[src/rtl/cv32e40x_irq_conditioner.sv]
// rtl/cv32e40x_irq_conditioner.sv - synchronises external irq lines and turns edge lines into sticky pending bits
module cv32e40x_irq_conditioner #(
   parameter int unsigned SYNC_STAGES = 2,
   parameter logic [31:0] EDGE_MASK   = 32'h0000_0000,
   parameter logic [31:0] VALID_MASK  = 32'hFFFF_0888
) (
   input  logic        clk,
   input  logic        rst_n,
   input  logic [31:0] irq_ext_i,
   input  logic        irq_ack_i,
   input  logic [4:0]  irq_ack_id_i,
   input  logic [31:0] pend_clr_i,
   output logic [31:0] irq_o,
   output logic [31:0] pend_o,
   output logic [31:0] irq_sync_o
);

   // Only implemented lines can ever hold pending state
   localparam logic [31:0] EDGE_BITS = EDGE_MASK & VALID_MASK;

   logic [31:0] s;
   logic [31:0] s_q;
   logic [31:0] pend_q;
   logic [31:0] pend_next;
   logic [31:0] rise;
   logic [31:0] ack_clr;
   logic [31:0] irq_q;

   generate
      if (SYNC_STAGES == 0) begin : g_bypass
         // Source is already in the clk domain, so pass it straight through
         assign s = irq_ext_i & VALID_MASK;
      end else begin : g_sync
         logic [31:0] sync_q [SYNC_STAGES];

         // Per-bit synchroniser chain; masking up front lets unused lines vanish
         always_ff @(posedge clk or negedge rst_n) begin
            if (!rst_n) begin
               for (int k = 0; k < SYNC_STAGES; k++) begin
                  sync_q[k] <= '0;
               end
            end else begin
               sync_q[0] <= irq_ext_i & VALID_MASK;
               for (int k = 1; k < SYNC_STAGES; k++) begin
                  sync_q[k] <= sync_q[k-1];
               end
            end
         end

         assign s = sync_q[SYNC_STAGES-1];
      end
   endgenerate

   // Decode the acknowledged id into a one-hot clear vector
   always_comb begin
      ack_clr = '0;
      if (irq_ack_i) begin
         ack_clr[irq_ack_id_i] = 1'b1;
      end
   end

   // A new edge wins over any clear in the same cycle so no edge is lost
   always_comb begin
      rise      = s & ~s_q & EDGE_BITS;
      pend_next = (rise | (pend_q & ~ack_clr & ~pend_clr_i)) & EDGE_BITS;
   end

   // Previous level, pending bits and the registered irq vector
   always_ff @(posedge clk or negedge rst_n) begin
      if (!rst_n) begin
         s_q    <= '0;
         pend_q <= '0;
         irq_q  <= '0;
      end else begin
         s_q    <= s;
         pend_q <= pend_next;
         irq_q  <= ((s & ~EDGE_MASK) | pend_next) & VALID_MASK;
      end
   end

   assign irq_o      = irq_q;
   assign pend_o     = pend_q;
   assign irq_sync_o = s;

endmodule

[config.mk]
export PLATFORM = sky130hd
export DESIGN_NAME = cv32e40x_irq_conditioner
export DESIGN_NICKNAME = d
export VERILOG_FILES = /design/src/rtl/cv32e40x_irq_conditioner.sv
export SDC_FILE = /design/constraint.sdc
export NUM_CORES = 1
export LEC_CHECK = 0
export BUFFER_PORTS_ARGS = -buffer_cell sky130_fd_sc_hd__buf_4
export CORE_ASPECT_RATIO = 0.6
export CORE_UTILIZATION = 41
export DETAILED_ROUTE_END_ITERATION = 10
export PLACE_DENSITY = 0.85
export SLEW_MARGIN = 20
export SYNTH_ARGS = -nofsm -noshare
export SYNTH_HDL_FRONTEND = slang
export SYNTH_SLANG_ARGS = --single-unit
export TNS_END_PERCENT = 10
[constraint.sdc]
create_clock -name clk -period 1.4 [get_ports clk]
set_clock_uncertainty 0.1 [all_clocks]
set_input_delay 0.07 -clock clk [delete_from_list [all_inputs] [get_ports clk]]
set_output_delay 0.07 -clock clk [all_outputs]
set_load 0.02 [all_outputs]
==> impl_metrics.ini <==
[status]
status = completed

[synth]
ys_types = 3
synth_edf_count = 0
postSynthCellCount = 135
synth.most_common_cell = buf_4
async_flop_share_pct = 100
synth_common_cells = buf_4, dfrtp_1, conb_1
synth_area_leader_cell = dfrtp_1
ys_seq_area_share_pct = 71.0
synth-main-ff-cell = dfrtp_1
yosys_register_bits = 57
postSynthAreaPerCell_sq_um = 14.9
ys.warnings.count = 0
netlist_top_cells_area = dfrtp_1, buf_4, conb_1
synth_top_area_share_pct = 71.0
netlist_area_sq_mm = 0.00201

[critical_path]
cp_top_family = flip-flops
cp_cell_sequence = buf_4
startpoint_type = flop
cp-end-kind = primary output
cp.required_ps = 1230
crit_buf_inv = 1
reg2reg_slack_ps = 790
critPathKind = reg2out
arrival_ps = 880
crit_path_max_incr_delay_ps = 390
crit_fanout = 2
critPathSlowestCell = dfrtp_1

[cells_and_area]
num_antenna_cells = 0
final_util_pct = 55.8
area_growth_pct = 28.8
nNetsFinal = 276
fill_cells = 396
layout-drive-gt1-share_pct = 35.4

[route]
vias = 921
drt_wl_total_um = 2610
drt_iter0_markers = 14
drc = 0
firstDrtPassIters = 2
vias_per_cell = 3.39
wire_per_inst_um = 9.60
final_antenna_net_count = 0

[die]
ios = 168
die_w_um = 92.4
start_util_pct = 43.3
die_h_um = 56.2
fp-row-count = 19
core_region_area_sq_mm = 0.00464
dieArea_sq_mm = 0.00519

[global_route]
grt_overflow = 0
antenna_found_initial = 0
grt_pass1_wl_um = 4070
grt_max_degree = 58
grt_pass1_vias = 835
grt.total_usage_pct = 11.5

[power]
powerDensity_mw_per_mm2 = 1500
vdd.ir_drop.worst_mv = 0.682
p_leak_nw = 1.33

[run]
maxCapViolations = 0

[timing]
fin_ws_ps = 350
fin_crit_sh_pct = 75.0
rsz0062_at_grt = false
timing.slew.headroom_pct = 54.1
slew_violations = 0
tns_ps = 0
hold_violations = 0
worstMarginPinSlew_ps = 688
period_minus_slack_ps = 1050
fmax_mhz = 952
setup_viol = 0

[placed_design]
io_buffers = 58
gp_congestion = 0.627
place_hpwl_um = 1740
pre_cts_ws_ps = 669

[clocking]
cts_buffers = 9
path_clk_slew_ps = 60
cts_root_buf = clkbuf_8
post-cts-setup-buffers = 0
cts_tree = yes
clk_latency_ps = 330
cts.sinks = 57
cts-htree-levels = 3
clockBufferDepth = 2
cts_resized = 0

[hold_path]
min_path_type = in2async
layout by cell type (no fill, tap or decap), drive strengths merged:
cell type    Yosys  final
bufinv           0      2
dlygate4sd3      0     20
dfrtp           57     57
conb             1     58
clkbuf           0     11
buf             77     58
clkinvlp         0      1
clkinv           0      2
flip-flops by register name (all words and copies together) (netlist names):
name,cells
g_sync.sync_q,19
irq_o,19
irq_sync_o,19
final timing paths:
check | end | start | cells past startpoint
worst max-delay path | irq_sync_o[11] | irq_sync_o[11] | 1
worst min-delay path | irq_o[25] | rst_n | 2
worst max register to register | irq_o[11] | irq_sync_o[11] | 0
worst min register to register | irq_sync_o[20] | g_sync.sync_q[52] | 0
max in group asynchronous | irq_o[27] | rst_n | 2
min in group clk | irq_sync_o[20] | g_sync.sync_q[52] | 0
power breakdown:
part | internal, W | leakage (nW) | switching (W)
Sequential | 0.00173 | 0.664 | 0.0000286
Combinational | 0.000140 | 0.550 | 0.000276
Clock | 0.00109 | 0.115 | 0.000607
kinds of logic after synthesis:
logic type,after synthesis,synth area share (%)
other,1,0.187
buffers and inverters,77,28.8
DFF,57,71.0
final cells by class:
class | instances | area (sq um) | area share, %
Multi-Input combinational cell | 58 | 218 | 8.41
Clock buffer | 11 | 151 | 5.85
Sequential cell | 57 | 1430 | 55.1
Clock inverter | 5 | 77.6 | 3.00
Timing Repair Buffer | 78 | 636 | 24.6
Tap cell | 63 | 78.8 | 3.05
per-layer routing:
layer  wire length (um)  vias up  global-route usage [%]
met1                957      446                    12.4
met2               1360       55                    16.7
li1                   -      413                       -
met5                  0        -                       0
met3                245        7                    7.10
met4                 48        0                    8.04
stage by stage:
| step | hold slack, ps | std cells | power (W) | cell area [sq um] |
|---|---|---|---|---|
| 2_1_floorplan | -326 | 192 | 0.00216 | 2220 |
| 3_3_place_gp | 44.9 | 236 | 0.00216 | 2160 |
| 3_5_place_dp | 60.2 | 236 | 0.00216 | 2160 |
| 4_1_cts | 241 | 272 | 0.00392 | 2590 |
| 5_1_grt | 249 | 272 | 0.00405 | 2590 |
| 6_report | 230 | 272 | 0.00387 | 2590 |
repair_timing:
action / in CTS / in global routing
endpoints found under the hold margin: 76 / 0
hold buffers: 20 / 0
endpoints found under the setup margin: 0 / 0
Note: power is estimated with default switching activity, not from simulation.
